## src/rtl/demux_stream_ctrl_if.sv

```systemverilog
// Valid/ready stream bundle for the packet demux: one source side and N output channels.
interface demux_stream_ctrl_if #(
   parameter int N  = 2,
   parameter int DW = 1,
   parameter int SW = 2
);
   logic          s_valid;
   logic          s_ready;
   logic [DW-1:0] s_data;
   logic [SW-1:0] s_dest;
   logic          s_last;
   logic [N-1:0]  m_valid;
   logic [N-1:0]  m_ready;
   logic [DW-1:0] m_data;
   logic          m_last;

   modport master (
      output s_valid, s_data, s_dest, s_last, m_ready,
      input  s_ready, m_valid, m_data, m_last
   );

   modport slave (
      input  s_valid, s_data, s_dest, s_last, m_ready,
      output s_ready, m_valid, m_data, m_last
   );
endinterface

```

## src/rtl/demux_stream_ctrl.sv

```systemverilog
// Packet-level 1-to-N stream demux with a locked select and a one-entry output register.
// Optional per-channel delivered-packet counters: define DEMUX_STREAM_CTRL_CNT_EN.
//
// state | meaning
// IDLE  | waiting for the first beat of a packet; select may change here only
// FWD   | mid-packet, beats go to the locked select
// DROP  | mid-packet to an invalid destination, beats are consumed and discarded
module demux_stream_ctrl #(
   parameter int N  = 2,
   parameter int DW = 1,
   parameter int SW = 2
) (
   input  logic                 clk,
   input  logic                 rst_n,
   demux_stream_ctrl_if.slave   bus,
   output logic                 busy,
   output logic                 err_dest
`ifdef DEMUX_STREAM_CTRL_CNT_EN
   ,
   output logic [N*16-1:0]      pkt_cnt
`endif
);

   typedef enum logic [1:0] {
      IDLE = 2'd0,
      FWD  = 2'd1,
      DROP = 2'd2
   } state_t;

   state_t        state_q, state_d;
   logic          full_q, full_d;
   logic [DW-1:0] data_q, data_d;
   logic          last_q, last_d;
   logic [SW-1:0] sel_q, sel_d;
   logic          err_q, err_d;

   logic [N-1:0]  sel_oh;
   logic          drain;
   logic          accept;
   logic          dest_ok;

   assign sel_oh  = N'(1) << sel_q;
   assign drain   = full_q && (|(bus.m_ready & sel_oh));
   assign dest_ok = 32'(bus.s_dest) < N;
   assign accept  = bus.s_valid && bus.s_ready;

   assign bus.m_valid = full_q ? sel_oh : '0;
   assign bus.m_data  = data_q;
   assign bus.m_last  = last_q;
   assign busy        = (state_q != IDLE) || full_q;
   assign err_dest    = err_q;

   always_comb begin
      bus.s_ready = !full_q || drain;
      if (state_q == DROP) bus.s_ready = 1'b1;
   end

   always_comb begin
      state_d = state_q;
      full_d  = full_q;
      data_d  = data_q;
      last_d  = last_q;
      sel_d   = sel_q;
      err_d   = 1'b0;

      if (drain) full_d = 1'b0;

      if (accept) begin
         unique case (state_q)
            IDLE: begin
               if (dest_ok) begin
                  sel_d   = bus.s_dest;
                  full_d  = 1'b1;
                  data_d  = bus.s_data;
                  last_d  = bus.s_last;
                  state_d = bus.s_last ? IDLE : FWD;
               end else begin
                  err_d   = 1'b1;
                  state_d = bus.s_last ? IDLE : DROP;
               end
            end
            FWD: begin
               full_d = 1'b1;
               data_d = bus.s_data;
               last_d = bus.s_last;
               if (bus.s_last) state_d = IDLE;
            end
            DROP: begin
               if (bus.s_last) state_d = IDLE;
            end
            default: state_d = IDLE;
         endcase
      end
   end

   always_ff @(posedge clk or negedge rst_n) begin
      if (!rst_n) begin
         state_q <= IDLE;
         full_q  <= 1'b0;
         data_q  <= '0;
         last_q  <= 1'b0;
         sel_q   <= '0;
         err_q   <= 1'b0;
      end else begin
         state_q <= state_d;
         full_q  <= full_d;
         data_q  <= data_d;
         last_q  <= last_d;
         sel_q   <= sel_d;
         err_q   <= err_d;
      end
   end

`ifdef DEMUX_STREAM_CTRL_CNT_EN
   // Counts packets as their last beat leaves the output register, so dropped packets never count.
   logic [15:0] cnt_q [N];
   logic [15:0] cnt_d [N];

   always_comb begin
      pkt_cnt = '0;
      for (int i = 0; i < N; i++) begin
         cnt_d[i] = cnt_q[i];
         if (drain && last_q && sel_oh[i]) cnt_d[i] = cnt_q[i] + 16'd1;
         pkt_cnt[i*16 +: 16] = cnt_q[i];
      end
   end

   always_ff @(posedge clk or negedge rst_n) begin
      if (!rst_n) begin
         for (int i = 0; i < N; i++) cnt_q[i] <= '0;
      end else begin
         for (int i = 0; i < N; i++) cnt_q[i] <= cnt_d[i];
      end
   end
`endif

endmodule

```

## src/flat_wrapper.sv

```systemverilog
// flat-port wrapper written by rule: the top's interface ports become plain ports
module demux_stream_ctrl_flat 
#(
   parameter int N  = 2,
   parameter int DW = 1,
   parameter int SW = 2
)
  (clk, rst_n, busy, err_dest, bus_s_valid, bus_s_data, bus_s_dest, bus_s_last, bus_m_ready, bus_s_ready, bus_m_valid, bus_m_data, bus_m_last);
  demux_stream_ctrl_if #(.N(N), .DW(DW), .SW(SW)) bus_i ();
  input  logic clk;
  input  logic rst_n;
  output logic busy;
  output logic err_dest;
  input wire logic [$bits(bus_i.s_valid)-1:0] bus_s_valid;
  input wire logic [$bits(bus_i.s_data)-1:0] bus_s_data;
  input wire logic [$bits(bus_i.s_dest)-1:0] bus_s_dest;
  input wire logic [$bits(bus_i.s_last)-1:0] bus_s_last;
  input wire logic [$bits(bus_i.m_ready)-1:0] bus_m_ready;
  output wire logic [$bits(bus_i.s_ready)-1:0] bus_s_ready;
  output wire logic [$bits(bus_i.m_valid)-1:0] bus_m_valid;
  output wire logic [$bits(bus_i.m_data)-1:0] bus_m_data;
  output wire logic [$bits(bus_i.m_last)-1:0] bus_m_last;
  assign bus_i.s_valid = bus_s_valid;
  assign bus_i.s_data = bus_s_data;
  assign bus_i.s_dest = bus_s_dest;
  assign bus_i.s_last = bus_s_last;
  assign bus_i.m_ready = bus_m_ready;
  assign bus_s_ready = bus_i.s_ready;
  assign bus_m_valid = bus_i.m_valid;
  assign bus_m_data = bus_i.m_data;
  assign bus_m_last = bus_i.m_last;
  demux_stream_ctrl #(.N(N), .DW(DW), .SW(SW)) u_core (.clk(clk), .rst_n(rst_n), .bus(bus_i), .busy(busy), .err_dest(err_dest));
endmodule
```

## config.mk

```make
export PLATFORM = sky130hd
export DESIGN_NAME = demux_stream_ctrl_flat
export DESIGN_NICKNAME = d
export VERILOG_FILES = /design/src/rtl/demux_stream_ctrl_if.sv /design/src/rtl/demux_stream_ctrl.sv /design/src/flat_wrapper.sv
export SDC_FILE = /design/constraint.sdc
export NUM_CORES = 1
export LEC_CHECK = 0
export CAP_MARGIN = 30
export CORE_AREA = 2 2 39 41
export CTS_BUF_LIST = sky130_fd_sc_hd__clkbuf_2
export CTS_CLUSTER_DIAMETER = 120
export DETAILED_ROUTE_END_ITERATION = 7
export DIE_AREA = 0 0 41 43
export PLACE_DENSITY = 0.67
export SETUP_SLACK_MARGIN = 0.4
export SKIP_CTS_REPAIR_TIMING = 1
export SYNTH_ARGS = -nofsm -noshare
export SYNTH_HDL_FRONTEND = slang
export SYNTH_SLANG_ARGS = --single-unit
```

## constraint.sdc

```tcl
create_clock -name clk -period 4.8 [get_ports clk]
set_clock_uncertainty 0.15 [all_clocks]
set_input_delay 0.96 -clock clk [delete_from_list [all_inputs] [get_ports clk]]
set_output_delay 0.96 -clock clk [all_outputs]
set_load 0.02 [all_outputs]
```

Yosys cells after proc, flatten, opt, wreduce, memory -nomap -nowiden
Cells that the tools add are included.

Input bits: 9. Logic and storage cells: 44. Bits in registers: 8. Output and inout port bits: 7.

Eq/ne operators: 4. Multiplexer cells: 18. Bitwise logic cells: 1. Reductions and logical operators: 13. Shifts and indexed selects: 1. Magnitude comparators: 1.

Operators by type and width (count): $mux W1 (10); $mux W2 (4); $pmux W1 S2 (3); $reduce_and A3 Y1 (2); $ne A2 B1 Y1 const B (2); $pmux W2 S2 (1); $reduce_bool A2 Y1 (2); $reduce_or A2 Y1 (2); $and A2 B2 Y2 (1); $eq A2 B1 Y1 const B (1); $eq A2 B2 Y1 const B (1); $logic_and A1 B1 Y1 (2); $logic_not A2 Y1 (1); $logic_or A1 B1 Y1 (2); $lt A2 B2 Y1 const B (1); $reduce_and A2 Y1 (1); $shl A1 B2 Y2 const A (1); $logic_not A1 Y1 (1).

Depth between registers and ports, before layout
Gate-level depths: netlist of run 1.

Depth after elaboration: 8. Mapped depth: 6. Depth with buffers taken out: 6.

Worst setup path before layout of run 1
OpenSTA, ideal clock, no wires.

Path kind: input -> output. Start point: in bus_m_ready[1]. End point: out bus_s_ready. Data arrival time: 1329 ps. Path slack: 2361 ps. Cell stages on the path: 2. Path buffers: 0. Cell sequence: mux2i_1 > o21ai_2.

Longest elaborated chain between the ends: 5.

Ends and longest elaborated chain: start, declared (line flat_wrapper.sv:18) `input wire logic [$bits(bus_i.m_ready)-1:0] bus_m_ready;`; $and A2 B2 Y2 (line demux_stream_ctrl.sv:43) `assign drain = full_q && (|(bus.m_ready & sel_oh));`; $reduce_or A2 Y1 (line demux_stream_ctrl.sv:43); $logic_and A1 B1 Y1 (line demux_stream_ctrl.sv:43); $logic_or A1 B1 Y1 (line demux_stream_ctrl.sv:54) `bus.s_ready = !full_q || drain;`; $mux W1 (line demux_stream_ctrl.sv:55) `if (state_q == DROP) bus.s_ready = 1'b1;`; end, declared (line flat_wrapper.sv:19) `output wire logic [$bits(bus_i.s_ready)-1:0] bus_s_ready;`.

No other way between the ends.

Worst setup path after layout of run 1
Ends and elaborated chain as after synthesis.

==> results, run 1 <==
- Walking the worst path, the cells encountered are clkdlybuf4s50_1 > mux2i_1 > o21ai_2 > clkdlybuf4s50_1.
- The number of iterations in the first detailed-routing pass is 6.
- Of the total synthesized cell area, the portion taken by AND, OR, NAND and NOR gates is 0.211.
- The cell area after synthesis is ~420 um^2.
- Before CTS, the worst setup slack after placement is 1.34 ns.
- The x dimension of the die is just over 40 um.
- The die height is 43 um.
- The sequential cell area fraction in the yosys report is 0.475.
- Wire segments on met3 add up to about 86 um in the final route.
- The final-report setup violation count is 0.
- The number of buffer cells added on primary ports is 15.
- In this run, the number of DRC markers left after iteration 0 of detailed routing was 5.
- Of the total synthesized cell area, the portion taken by full adders, half adders and majority gates is 0.0890.
- The period utilization is 0.722.
- The max-cap violation count is 0.
- The cell repeated most along the worst path is sky130_fd_sc_hd__clkdlybuf4s50_1.
- For this design the ratio of total power to cell area is 529 nW/um^2.
- The design area is 607 um^2.
- Detailed routing inserted a total of 335 vias.
- The number of synthesized flops with an enable pin is 0.
- The die covers 1760 um^2.
- Headroom to the max-slew limit came out at 0.752.
- The share of async-settable or async-resettable flops after synthesis is 1.00.
- Together, buffers and inverters on the worst path number 2.
- The delay contributed by the slowest stage of the critical path is 0.64 ns.
- The pin count of the biggest net entering global routing is 9.
- The number of register bits inferred by synthesis is 8.
- The cell area after placement is slightly below 600 um^2.
- Counting instances, the worst hold path has a depth of 1.
- The dominant synthesized flop cell is sky130_fd_sc_hd__dfrtp_1.
- Clock tree synthesis found a total of 8 sinks.
- Setup slack on the critical path of the routed design comes to 1.33 ns.
- The flow ran to the end, and the final reports show no timing, DRC or antenna violations.
- For this run, the total global-route usage over all layers was measured as 0.117.
- Clock tree synthesis selected as its root buffer the cell sky130_fd_sc_hd__clkbuf_2.
- The layout cell share with drive strength beyond 1 is 0.182.
- The global-route wire length before repair is roughly 1.3 mm.
- In the post-synthesis netlist, the biggest area contributors are sky130_fd_sc_hd__dfrtp_1, sky130_fd_sc_hd__ha_1, sky130_fd_sc_hd__mux2_2.
- Dividing the detail-routed wire length by the instance count gives around 12 um.
- TritonCTS built the clock tree.
- In this run the deepest clock path goes through 2 buffers.
- The total met2 wirelength after detailed routing is about 380 um.
- For this run, the top clock speed supported by timing is between 200 and 300 MHz.
- The time the worst path needs with I/O delays and setup is 3.47 ns.
- The portion of synthesized area spent on multiplexers is 0.104.
- Of the total synthesized cell area, the portion taken by XOR and XNOR cells is 0.
- The number of warnings printed during yosys synthesis is 0.
- VDD sags by at most 0.174 mV.
- The cell family contributing the most delay on the critical path is buffers and inverters.
- The number of diodes is 0.
- The number of instances in the placed design is 68.
- The path depth of the worst reg2reg path is 5.
- The data required time at the worst endpoint is 3.69 ns.
- Once layout is complete, the cells apart from fillers number 71.
- Of the post-synthesis cell area, the dominant cell type holds 0.475.
- The source-to-sink clock delay at the later pin of the worst-skew pair is 0.24 ns.
- The design draws 321 uW.
- The number of standard cells after synthesis is 37.
- The number of nets still failing antenna checks after routing is 0.
- The total area inside the core boundary comes to 1380 um^2.
- The nature of the critical path endpoint is an output port.
- The arrival time at the worst endpoint is 2.36 ns.
- In the post-synthesis netlist, the cell with the most instances is sky130_fd_sc_hd__dfrtp_1.
- STA classifies the critical path startpoint as a primary input.
- The total leakage power is 0.263 nW.
- The via count of the first global-routing pass is 308.
- The synthesized netlist contains 20 unique library cells.
- Synthesis produced a netlist with a net count of between 40 and 50.
- Of all cell types, the one taking the most synthesized area is sky130_fd_sc_hd__dfrtp_1.
- The remaining global-route overflow is 0.
- Pin placement for this block handled 16 I/O pins.
- Setup repair after global routing left no endpoint under its margin.
- Routed signal wires occupy layers up through met3.
- The met1 layer wirelength in the final routing is 381 um.
- The final count of hold timing violations is 0.
- The cell depth of the worst setup path is 4.
- In the routed design, unresolved DRC markers number 0.
- The mean area per synthesized cell is 11.4 um^2.
- The vias per cell is about 4.7.
- The TritonCTS buffer count is 3.
- The fraction of the mapped netlist area in compound gates is 0.104.
- The cell at the slowest stage of the critical path is sky130_fd_sc_hd__clkdlybuf4s50_1.
- After clock tree synthesis, the clock-pin slew on the worst setup and hold paths is roughly 0.07 ns.
- The initial antenna violation count is 0.
- At the pin with the least slew margin, the transition time is roughly 0.37 ns.
- The initialized floorplan defines 14 standard-cell rows.
- The routed wire length is approximately 850 um.
- The smallest hold slack is 0.361 ns.
- The HPWL after detailed placement is 657 um.
- The main combinational cell family by area after synthesis is simple AND/OR/NAND/NOR gates.
- The number of H-tree branching levels is 1.
- For this configuration, the core starts out at a cell density of 0.305.
- By count the netlist is led by sky130_fd_sc_hd__dfrtp_1, sky130_fd_sc_hd__ha_1, sky130_fd_sc_hd__mux2_2, sky130_fd_sc_hd__nor2b_1.
- The maximum fanout along the worst path is 5.
- The final-report max-slew violation count came to 0.
- The type of the tightest min-delay check is flip-flop to flip-flop.
- The total number of nets in the final design is 69.
- The final sum of negative setup slack is 0 ns.
- The fraction of the core area covered by cells at the end of the flow is 0.439.
- The post-synthesis to final-layout area growth is 43.9%.
- Routability-driven placement finished with a final weighted congestion of 0.701.
- The path type of the worst setup path is primary input to output port.
[per-layer routing]
layer	up-vias	GRT usage
li1	168	-
met4	0	0.100
met3	0	0.0314
met1	153	0.146
met2	14	0.156
met5	-	0
[logic make-up (layout without fill, tap and decap cells)]
logic type / after synthesis / in the layout
flops: 8 / 8
mux: 4 / 4
simple gates: 14 / 14
compound gates: 6 / 6
fa+ha+maj: 3 / 3
buf+inv: 2 / 20
[worst reg2reg max path, stage by stage (launching register included)]
cell and delay (ns):
sky130_fd_sc_hd__dfrtp_1 0.39, sky130_fd_sc_hd__inv_1 0.07, sky130_fd_sc_hd__ha_1 0.23, sky130_fd_sc_hd__nor2b_1 0.16
sky130_fd_sc_hd__o211ai_1 0.30, sky130_fd_sc_hd__mux2_2 0.38
[placed cells by master, fill, tap and decap left out, drive strengths merged, types with 2 or more instances in the layout]
master         synthesis  layout
clkdlybuf4s50          0      15
mux2                   3       3
clkbuf                 0       3
nor2b                  3       3
inv                    2       2
o21ai                  3       3
nand3                  2       2
dfrtp                  8       8
nand2b                 2       2
ha                     3       3
[state kept, by name, summed over array words and instances (netlist names)]
register           flops
u_core.state_q         2
u_core.bus.m_last      1
u_core.err_dest        1
u_core.bus.m_data      1
u_core.sel_q           2
u_core.full_q          1
[final cells by class]
| cell class | instances | area (um^2) |
|---|---|---|
| fill | 141 | 777 |
| multi-input combinational | 27 | 214 |
| sequential | 8 | 200 |
| timing repair buffer | 15 | 150 |
| tap | 16 | 20.0 |
| clock buffer | 3 | 15.0 |
| inverter | 2 | 7.51 |
[power breakdown]
part / internal, mW / switching [mW]
registers: 0.0908 / 0.0164
clock network: 0.0170 / 0.0232
logic: 0.0924 / 0.0814
total: 0.200 / 0.121
[final timing paths]
kind                                   start                end  slack (ns)
setup reg to reg           u_core.state_q[0]  u_core.bus.m_data        3.00
hold reg to reg            u_core.bus.m_data  u_core.bus.m_data        0.36
hold / removal             u_core.bus.m_data  u_core.bus.m_data        0.36
min in group asynchronous              rst_n    u_core.err_dest        0.84
setup / recovery              bus_m_ready[1]        bus_s_ready        1.33
max in group asynchronous              rst_n  u_core.bus.m_data        3.39
Note: power is estimated with default switching activity, not from simulation.
==> run 2, diff against run 1 <==
- clock period: 4.8 -> 3.4 ns (I/O delays scaled with it)
==> results, run 2 (same netlist as run 1, synthesis figures left out) <==
- The placer's final routability congestion estimate is 0.703.
- The worst slew slack as a fraction of its limit is 0.751.
- In this run the number of H-tree levels came out at 1.
- In the global route stage, overall resource usage came out at 0.118.
- Broken down by cell family, the worst path's largest delay share belongs to buffers and inverters.
- Across the VDD grid, the largest voltage drop is 0.253 mV.
- The source-to-sink clock delay at the later pin of the worst-skew pair is 0.24 ns.
- The nature of the critical path endpoint is an output port.
- Of all nets on the critical path, the largest fanout is 5.
- For the finished layout, the period the worst path requires is ~2.9 ns.
- By instance count, the cell type seen most on the critical path is sky130_fd_sc_hd__clkdlybuf4s50_1.
- The clock tree from TritonCTS is yes.
- The final count of hold timing violations was 0.
- During I/O placement, the number of pins put on the boundary was 16.
- The initial antenna violation count is 0.
- Counting both buffers and inverters, the worst setup path holds a total of 2.
- The detail route stage leaves a number of antenna-violating nets equal to 0.
- For the worst setup path, the data required time is 2.57 ns.
- The root cell of the clock tree is sky130_fd_sc_hd__clkbuf_2.
- After floorplanning, the core was sized to cover 1380 um^2.
- After detailed routing, the average wire length per cell comes to about 12 um.
- For this run, the top clock speed supported by timing is approximately 340 MHz.
- The type of the tightest min-delay check is flip-flop to flip-flop.
- The x dimension of the die is 41 um.
- The storage element area is roughly 200 um^2.
- The final-report setup violation count is 0.
- The max-cap violation count is 0.
- Wires add up to 826 um.
- The via count of the first global-routing pass is around 320.
- At the pin with the least slew margin, the transition time is 0.373 ns.
- In the final layout, the share of cells above drive strength 1 is 0.182.
- The final-report max-slew violation count is 0.
- Buffers inserted during clock tree synthesis total 3.
- The design draws 451 uW.
- In the final layout, the registers with the most flip-flops are u_core.sel_q: 2 flops, u_core.state_q: 2 flops.
- The detailed-route via count is 336.
- Leaving out fill and tap cells, the most frequent cell in the layout is sky130_fd_sc_hd__clkdlybuf4s50_1.
- The die height is 43 um.
- Summed over all layers, the global routing overflow is 0.
- The total leakage power is about 0.26 nW.
- The clock net in this run drives a total of 8 sinks.
- The site row count is 14.
- Once detailed placement completed, the half-perimeter wirelength came to 654 um.
- The path type of the worst setup path is primary input to output port.
- Clock-pin slew was measured on the worst setup and hold paths at around 0.07 ns.
- Traced cell by cell, the critical path runs through clkdlybuf4s50_1 > mux2i_1 > o21ai_2 > clkdlybuf4s50_1.
- Summing all multi-input logic gate instances after layout gives between 200 and 250 um^2.
- The number of filler cells placed in the layout is 145.
- The library cells used most frequently in the layout, excluding fill and tap cells, are sky130_fd_sc_hd__clkdlybuf4s50_1, sky130_fd_sc_hd__dfrtp_1.
- STA classifies the critical path startpoint as a primary input.
- Including well taps, the total number of placed cells is 68.
- The run finished with clean final reports.
- The violation count after the first detailed-routing iteration is 2.
- The fraction of the core area covered by cells at the end of the flow is 0.439.
- The total number of nets in the final design is 69.
- The delay contributed by the slowest stage of the critical path is 0.64 ns.
- The longest clock path from root to sink contains 2 buffers.
- The total die area is 1760 um^2.
- The vias per cell is 4.73.
- Input and output buffers added on the ports amount to 15.
- Setup repair after global routing left no endpoint under its margin.
- Setup total negative slack on the finished layout was measured at 0 ns.
- The number of remaining DRC errors is 0.
- The number of diodes is 0.
- Among all stages on the critical path, the largest delay is contributed by sky130_fd_sc_hd__clkdlybuf4s50_1.
- For this configuration, the core starts out at a cell density of 0.305.
- Entering global routing, the biggest net connects 9 pins.
- The first global-routing pass estimated 1.33 mm of wire.
- Compared with the post-synthesis result, the final layout area differs by 43.9%.
- Power spread over the standard cell area amounts to 744 nW/um^2.
- The non-filler instance count after layout is 71.
- The arrival time at the worst endpoint is slightly above 2 ns.
- The number of iterations in the first detailed-routing pass is 2.
- The period utilization is 0.854.
==> run 2: metrics by stage <==
stage	hold slack [ns]	instance area, um^2	setup slack [ns]
after global routing	0.396	607	0.435
after detailed placement	0.347	592	0.502
after CTS	0.364	607	0.496
final	0.360	607	0.498
after floorplan	0.234	422	1.52
after global placement	0.338	592	0.518
==> run 2: cell type report <==
cell class	count	share of cell area
Clock buffer	3	0.0247
Sequential cell	8	0.330
Tap cell	16	0.0330
Inverter	2	0.0124
Timing Repair Buffer	15	0.247
Multi-Input combinational cell	27	0.353
==> run 2: worst reg2reg max path, stage by stage, from the launching register on <==
cell,delay (ns)
sky130_fd_sc_hd__dfrtp_1,0.38
sky130_fd_sc_hd__inv_1,0.07
sky130_fd_sc_hd__ha_1,0.23
sky130_fd_sc_hd__nor2b_1,0.17
sky130_fd_sc_hd__o211ai_1,0.27
sky130_fd_sc_hd__mux2_2,0.37
==> run 2: path summary, 6_finish.rpt <==
| path | depth (start not counted) | start | endpoint | slack [ns] |
|---|---|---|---|---|
| max | 4 | bus_m_ready[1] | bus_s_ready | 0.50 |
| max reg2reg | 5 | u_core.state_q[0] | u_core.bus.m_data | 1.64 |
| min | 1 | u_core.bus.m_last | u_core.bus.m_last | 0.36 |
| max in group asynchronous | 1 | rst_n | u_core.bus.m_last | 2.27 |
| min in group asynchronous | 1 | rst_n | u_core.err_dest | 0.57 |
| min reg2reg | 1 | u_core.bus.m_last | u_core.bus.m_last | 0.36 |
==> run 2: power by group <==
group | total [mW] | internal [mW] | switching (mW)
Clock | 0.0565 | 0.0240 | 0.0324
Combinational | 0.244 | 0.130 | 0.113
Sequential | 0.151 | 0.128 | 0.0230
==> run 2: per-layer routing <==
layer,part of all wire,up-vias,track usage
met5,0,-,0
met4,0.030,0,0.100
met3,0.088,3,0.0314
met2,0.42,15,0.156
met1,0.46,152,0.150
li1,-,166,-
==> run 3, diff against run 2 <==
- CTS_BUF_LIST: sky130_fd_sc_hd__clkbuf_2 -> not set
- TNS_END_PERCENT: not set -> 50
==> results, run 3 (same netlist as run 1, synthesis figures left out) <==
- The period utilization is 0.854.
- The layout cell share with drive strength beyond 1 is 0.182.
- The initial antenna violation count is 0.
- The nature of the critical path endpoint is an output port.
- The core box area is 1380 um^2.
- The transition time of the tightest slew-check pin is approximately 0.37 ns.
- The final-report max-slew violation count is 0.
- The pin count of the biggest net entering global routing is 9.
- The final count of hold timing violations is 0.
- The tree is rooted in a sky130_fd_sc_hd__clkbuf_4.
- STA puts the critical path data required time at 2.57 ns.
- The most frequent standard cell in the layout excluding fill and tap cells is sky130_fd_sc_hd__clkdlybuf4s50_1.
- The clock net sink count is 8.
- The global-route wire length before repair is 1.35 mm.
- The number of diodes is 0.
- The congestion estimate from routability-driven global placement came to 0.703.
- Across the run, the number of max-cap violations was 0.
- The sum of net half-perimeters after detailed placement is around 650 um.
- The delay contributed by the slowest stage of the critical path is approximately 0.64 ns.
- The overall track demand over capacity in global routing is 0.119.
- The worst path needs 2.90 ns of the cycle, external delays included.
- The analysis attributes to cell leakage a power of 0.265 nW.
- The die covers 1760 um^2.
- For this run, design rule violations remaining after detail routing come to 0.
- CTS built an H-tree with a depth of 1.
- TritonCTS built the clock tree.
- By startpoint and endpoint, the worst setup path is classified as primary input to output port.
- The die height is 43 um.
- The detailed router finished its first iteration with 2 violations.
- Compared with the post-synthesis result, the final layout area differs by 45.7%.
- The tightest min-delay check is of the flip-flop to flip-flop type.
- Power spread over the standard cell area amounts to ~760 nW/um^2.
- The final route contains 337 vias.
- The maximum clock frequency is 345 MHz.
- For this configuration, the core starts out at a cell density of 0.305.
- The fraction of the core area covered by cells at the end of the flow is 0.444.
- Summed over all layers, the global routing overflow is 0.
- The x dimension of the die is 41 um.
- The routed wire length is approximately 830 um.
- The TritonCTS buffer count is 3.
- Measured against its own limit, the worst slew margin works out to 0.751.
- For this design the top-level I/O count stands at 16.
- Buffers placed on the I/O ports in this run total 15.
- Data arrives at the worst endpoint at a little over 2 ns.
- Clock-pin slew was measured on the worst setup and hold paths at about 0.05 ns.
- After detailed routing, the number of vias per cell comes to about 4.7.
- The run finished with clean final reports.
- The site row count is 14.
- Setup repair after global routing left no endpoint under its margin.
- The worst-case IR drop observed on VDD is 0.254 mV.
- The cell repeated most along the worst path is sky130_fd_sc_hd__clkdlybuf4s50_1.
- Among all stages on the critical path, the largest delay is contributed by sky130_fd_sc_hd__clkdlybuf4s50_1.
- The worst setup path is launched from a primary input.
- The final-report setup violation count is 0.
- The signal on the critical path passes through clkdlybuf4s50_1 > mux2i_1 > o21ai_2 > clkdlybuf4s50_1.
- Of all nets on the critical path, the largest fanout is 5.
- The largest registers in the layout are u_core.sel_q: 2 flops, u_core.state_q: 2 flops.
- No sink is reached through more buffers than the 2 on the longest clock path.
- The number of iterations in the first detailed-routing pass is 2.
- The wire length per cell after detailed routing is ~12 um.
- For this run, the post-layout net count is between 60 and 70.
- Leaving out fill and tap cells, the most frequent cells in the layout are sky130_fd_sc_hd__clkdlybuf4s50_1, sky130_fd_sc_hd__dfrtp_1.
- The via count of the first global-routing pass was 316.
- In this run the remaining antenna-violating nets after routing total 0.
- For the worst-skew pair, the clock arrives at the later sink with an insertion delay of 0.26 ns.
- In the final timing run, aggregate negative setup slack is 0 ns.
run 3: cell types whose count changed in the layout (fill, tap and decap cells not counted):
cell,previous run,this run
sky130_fd_sc_hd__clkbuf_4,0,3
sky130_fd_sc_hd__clkbuf_2,3,0
run 3: final timing paths:
path | startpoint | to | slack (ns) | depth (start not counted)
max | bus_m_ready[1] | bus_s_ready | 0.50 | 4
min | u_core.bus.m_last | u_core.bus.m_last | 0.36 | 1
max reg2reg | u_core.state_q[0] | u_core.bus.m_data | 1.64 | 5
min reg2reg | u_core.bus.m_last | u_core.bus.m_last | 0.36 | 1
max in group asynchronous | rst_n | u_core.bus.m_last | 2.28 | 1
min in group asynchronous | rst_n | u_core.err_dest | 0.55 | 1
run 3: routing by layer:
layer,vias up,track usage,wire length (um)
li1,166,-,-
met3,3,0.0314,72
met1,153,0.150,381
met4,0,0.100,27
met2,15,0.159,348
met5,-,0,0
run 3: per-stage QoR:
stage | setup WS [ns] | cell area (um^2) | hold slack, ns | cells | total power [mW]
after detailed placement | 0.502 | 592 | 0.347 | 68 | 0.400
final | 0.498 | 614 | 0.355 | 71 | 0.469
after global placement | 0.518 | 592 | 0.338 | 68 | 0.397
after global routing | 0.435 | 614 | 0.388 | 71 | 0.505
after floorplan | 1.52 | 422 | 0.234 | 37 | 0.294
after CTS | 0.496 | 614 | 0.359 | 71 | 0.474
run 3: final cells by class:
cell class | count | area (um^2)
well taps | 16 | 20.0
inverters | 2 | 7.51
repair buffers | 15 | 150
clock buffers | 3 | 22.5
flip-flops and latches | 8 | 200
multi-input cells | 27 | 214
fillers | 146 | 769
run 3: worst max-delay path: cells and delay by family:
family / cells / cell delay (ns)
buf+inv: 2 / 1.10
compound gates: 1 / 0.21
mux: 1 / 0.09
run 3: power breakdown:
| group | internal, mW | switching, mW | leakage (nW) | total (mW) |
|---|---|---|---|---|
| registers | 0.129 | 0.0230 | 0.102 | 0.152 |
| logic | 0.130 | 0.113 | 0.149 | 0.244 |
| clock network | 0.0404 | 0.0331 | 0.0138 | 0.0736 |
==> RTL edit 1 (config.mk and constraints of run 1) <==
`N` is set to 2 in 3 places; all go to 4.
--- a/src/rtl/demux_stream_ctrl_if.sv
+++ b/src/rtl/demux_stream_ctrl_if.sv
@@ -1,5 +1,5 @@
 // Valid/ready stream bundle for the packet demux: one source side and N output channels.
 interface demux_stream_ctrl_if #(
-   parameter int N  = 2,
+   parameter int N  = 4,
    parameter int DW = 1,
    parameter int SW = 2
--- a/src/rtl/demux_stream_ctrl.sv
+++ b/src/rtl/demux_stream_ctrl.sv
@@ -7,5 +7,5 @@
 // DROP  | mid-packet to an invalid destination, beats are consumed and discarded
 module demux_stream_ctrl #(
-   parameter int N  = 2,
+   parameter int N  = 4,
    parameter int DW = 1,
    parameter int SW = 2
--- a/src/flat_wrapper.sv
+++ b/src/flat_wrapper.sv
@@ -2,5 +2,5 @@
 module demux_stream_ctrl_flat 
 #(
-   parameter int N  = 2,
+   parameter int N  = 4,
    parameter int DW = 1,
    parameter int SW = 2
Ports: changed (resized bus_m_ready and bus_m_valid); port bits go from 16 to 20. The function was not compared with the original's and may differ.
==> RTL edit 1 against run 1 <==
Worst setup slack got worse by 0.066 ns. Global-route usage shrank 1.7 points. Area after synthesis fell by 19%. Final area decreased by 9.7%. Wire length fell by 19%. Sequential cell count decreased by 2. Total power grew 1.0%. First-iteration DRC count is 100% lower. Fmax is 1.9% lower. Largest power group unchanged.
==> RTL edit 1: results (changes against run 1) <==
Cells and area
  • Net count, final: 62 (-10%)
  • Ratio of cells with drive above 1 in the final layout: 24.5% (+6.3 points)

Critical path
  • CP startpoint: bus_m_ready[0]
  • R2R Path Start: u_core.sel_q[0]
  • R2R cell count: 3 (-2)
  • CP max FO: 3 (-2)

Global routing
  • Number of global-route vias before repair: 269 (-13%)
  • Largest net degree at the start of global routing: 8 (-1)
  • First-pass GRT wire length: 1.12 mm (-14%)
  • All-layer global routing usage: 9.93% (-1.7 points)

Route
  • Vias per cell: 4.26 (-9.7%)
  • Initial DRC Count: 0 (-5)
  • Post-Route WL: 688 um (-19%)
  • Drt pass-1 iters: 1 (-5)

Synth
  • Top post-synthesis cells by area: dfrtp_1, mux2i_1, mux2_4
  • Post-synthesis cell type count: 19 (-5.0%)
  • Synth top cells by count: dfrtp_1, mux2i_1, and2b_2, inv_1, mux2_4
  • Mapped Nets: 40 (-18%)
  • Syn Inst Count: 29 (-22%)

Placed design
  • RePlAce Congestion: 0.643 (-8.4%)
  • Port Buffers: 18 (+3)
  • DP HPWL: 583 um (-11%)

Power
  • P_leak: 0.247 nW (-6.0%)
  • VDD IR max: 0.000238 V (+36%)

Clock tree
  • Clk_lat worst skew: 0.21 ns (-0.03 ns)

Status
  • Run status: completed
[RTL edit 1: through the flow]
stage	cell area [um^2]	setup slack, ns	util (%)	power, mW	instances
detailed placement	533	1.28	38.5	0.294	62
finish	548	1.27	39.6	0.324	65
floorplan	340	2.19	-	0.212	29
global route	548	1.19	39.6	0.350	65
global placement	533	1.32	38.5	0.291	62
CTS	548	1.27	39.6	0.330	65
[RTL edit 1: kinds of logic (layout without fill, tap and decap cells)]
family / Yosys count / after routing / share of synthesized area (%)
muxes: 7 / 7 / 24.3
other: 1 / 1 / 1.10
AOI/OAI and AO/OA: 3 / 3 / 8.09
DFF: 6 / 6 / 44.1
buffers and inverters: 3 / 23 / 4.41
and+or+nand+nor: 9 / 9 / 18.0
[RTL edit 1: worst min path at each step]
stage | end | slack, ns | depth (start not counted)
5_1_grt | u_core.bus.m_data | 0.40 | 1
3_5_place_dp | u_core.bus.m_data | 0.35 | 1
2_1_floorplan | u_core.state_q[0] | 0.35 | 2
6_report | u_core.bus.m_data | 0.36 | 1
4_1_cts | u_core.bus.m_data | 0.37 | 1
3_3_place_gp | u_core.bus.m_data | 0.34 | 1
[RTL edit 1: report_power, final]
| part | internal, mW | switching (mW) | total [mW] |
|---|---|---|---|
| combinational | 0.110 | 0.0846 | 0.194 |
| clock | 0.0169 | 0.0163 | 0.0332 |
| sequential | 0.0749 | 0.0218 | 0.0967 |
| total | 0.202 | 0.123 | 0.324 |
[RTL edit 1: critical path, cell delays in order]
cell and delay [ns]:
clkdlybuf4s50_1 0.47, mux2i_1 0.10, a22oi_1 0.25, clkdlybuf4s50_1 0.64
[RTL edit 1: area by class of cell]
type	count	area, um^2	area share (%)
clock buffer	3	15.0	2.74
timing repair buffer	18	180	32.9
sequential	6	150	27.4
multi-input combinational	20	175	32.0
inverter	2	7.51	1.37
tap	16	20.0	3.65
[RTL edit 1: layer usage]
layer  vias to the layer above  track usage [%]  share of wire, %
li1                        141                -                 -
met3                         0             3.66               9.9
met2                        12             13.8                47
met5                         -                0                 0
met1                       124             11.6                43
met4                         0             8.00                 0
==> RTL edit 2 (settings of run 1) <==
Without the edit above. The 3 states of `state_t` get a one-hot encoding in 3 bits.
--- a/src/rtl/demux_stream_ctrl.sv
+++ b/src/rtl/demux_stream_ctrl.sv
@@ -22,8 +22,8 @@
 );
 
-   typedef enum logic [1:0] {
-      IDLE = 2'd0,
-      FWD  = 2'd1,
-      DROP = 2'd2
+   typedef enum logic [2:0] {
+      IDLE = 3'b001,
+      FWD  = 3'b010,
+      DROP = 3'b100
    } state_t;
 
Behaviour: same outputs for any inputs over 10 cycles, from zero or initial values and one cycle with rst_n low; not proved beyond that.
==> RTL edit 2 against run 1 <==
Wire length is 33% higher. Worst setup slack worse by 0.36 ns. Fmax is 9.3% lower. Final area up 19%. Sequential cell count grew 1. Non-clock buffer count stayed put. Critical path depth increased by 1. Worst hold slack improved by 0.0095 ns. Total power is 28% higher. Count of clock-buffer cells in the layout grew 1. Area after synthesis grew 30%. Largest cell class unchanged.
==> RTL edit 2: results (changes against run 1) <==
Synth
  • Async set or reset register ratio after synthesis: 100% (unchanged)
  • Top post-synthesis cells by area: dfrtp_1, mux2_4, dfstp_2
  • Synth top cells by count: dfrtp_1, o21ai_0, nand2_1, nand2b_1, nor2_1
  • Yosys warnings: 0 (unchanged)
  • Sequential area share after synthesis: 41.4% (-6.1 points)
  • Mapped Nets: 65 (+33%)
  • #FFs+latches synth: 9 (+1)
  • Post-synthesis cell type count: 31 (+55%)

Critical path
  • Slowest stage cell, crit path: clkdlybuf4s50_1
  • Arrival @ worst endpoint: 2.71 ns (+0.35 ns)
  • Slowest cell delay on critical path: 0.59 ns (-0.05 ns)
  • R2R Path Start: u_core.state_q[0]
  • R2R Setup Slk: 2.85 ns (-0.15 ns)
  • Worst path top cell family by delay: buffers and inverters
  • R2R cell count: 3 (-2)
  • R2r endpoint: u_core.bus.m_data
  • CP max FO: 6 (+1)

Cells and area
  • Register area: 226 um^2 (+13%)
  • Count of multi-input gates: 43 (+59%)
  • CLK BUF: 4 (+1)
  • Ratio of cells with drive above 1 in the final layout: 11.1% (-7.1 points)
  • Multi-input combinational area share: 41.9% (+6.6 points)
  • Buffers outside the clock class: 15 (unchanged)
  • Inverters: 1 (-1)
  • Largest Register: u_core.state_q
  • Signal buffers share of area: 20.8% (-4.0 points)
  • Net count, final: 82 (+19%)
  • Largest registers: u_core.state_q x3, u_core.sel_q x2
  • # fillers: 143 (+1.4%)
  • ClkCell Share: 2.77% (+0.29 points)

Timing
  • Hold_ws: 0.371 ns (+0.00948 ns)
  • Max_slew headroom: 63.2% (-12 points)

Global routing
  • Initial antenna violation count: 0 (unchanged)
  • Largest net degree at the start of global routing: 14 (+5)
  • Number of global-route vias before repair: 441 (+43%)
  • All-layer global routing usage: 16.0% (+4.3 points)
  • Gr ovfl total: 0 (unchanged)
  • First-pass GRT wire length: 1.94 mm (+49%)

Min path
  • Endpoint, Worst Hold: u_core.bus.m_last
  • Hold Path Class: flop to flop
  • Worst Hold Depth: 1 (unchanged)
  • Hold wc startpoint: u_core.bus.m_last

Route
  • Drt pass-1 iters: 4 (-2)
  • Post-Route WL: 1.13 mm (+33%)
  • Initial DRC Count: 4 (-1)
  • Vias per cell: 5.44 (+15%)

Placed design
  • RePlAce Congestion: 0.740 (+5.4%)
  • DP HPWL: 850 um (+29%)

Clock tree
  • Clk_lat worst skew: 0.24 ns (about the same)
  • Worst-path clk slew: 0.09 ns (+0.02 ns)
  • Clock Path Buffers: 2 (unchanged)

Power
  • VDD IR max: 0.000263 V (+51%)
  • Sw Ratio: 40.0% (+2.3 points)
  • P_leak: 0.308 nW (+17%)

Status
  • Run status: completed
[RTL edit 2: changes by cell type in the layout (fill, tap and decap cells not counted), moves of 2 or more]
| cell | change |
|---|---|
| nand2b_1 | +2 |
| and4_1 | +2 |
| mux2_4 | +2 |
| ha_1 | -3 |
| nor3_1 | +3 |
| o21ai_0 | +3 |
| nand2_1 | +3 |
| nor2_1 | +3 |
| mux2_2 | -3 |
| nor2b_1 | -2 |
[RTL edit 2: kinds of logic after synthesis]
family,share of synthesized area [%]
AOI/OAI and AO/OA,17.9
DFF,41.4
muxes,9.38
buffers and inverters,3.20
and+or+nand+nor,28.1
[RTL edit 2: metal layers]
metal / wire, um / up-vias / GRT usage, %
met5: 0 / - / 0
met4: 0 / 0 / 4.00
met3: 85 / 0 / 6.28
met2: 522 / 19 / 24.1
met1: 524 / 221 / 20.9
li1: - / 239 / -
[RTL edit 2: per-stage QoR]
stage	util (%)	worst slack, ns	area (um^2)	instances
after floorplan	-	2.05	547	56
after global placement	50.8	0.990	703	84
after detailed placement	50.8	0.962	703	84
after CTS	52.3	0.957	723	88
after global routing	52.3	0.822	723	88
final	52.3	0.976	723	88
[RTL edit 2: power by group through the flow]
stage	logic [mW]	registers, mW	clock network, mW
after floorplan	0.147	0.139	0
after global placement	0.212	0.152	0
after detailed placement	0.213	0.153	0
after CTS	0.214	0.151	0.0503
after global routing	0.233	0.158	0.0578
final	0.211	0.151	0.0485
[RTL edit 2: worst max path at each step]
stage,endpoint,cells after the start,startpoint
2_1_floorplan,bus_s_ready,3,bus_m_ready[1]
3_3_place_gp,bus_s_ready,5,bus_m_ready[1]
3_5_place_dp,bus_s_ready,5,bus_m_ready[0]
4_1_cts,bus_s_ready,5,bus_m_ready[0]
5_1_grt,bus_s_ready,5,bus_m_ready[1]
6_report,bus_s_ready,5,bus_m_ready[0]
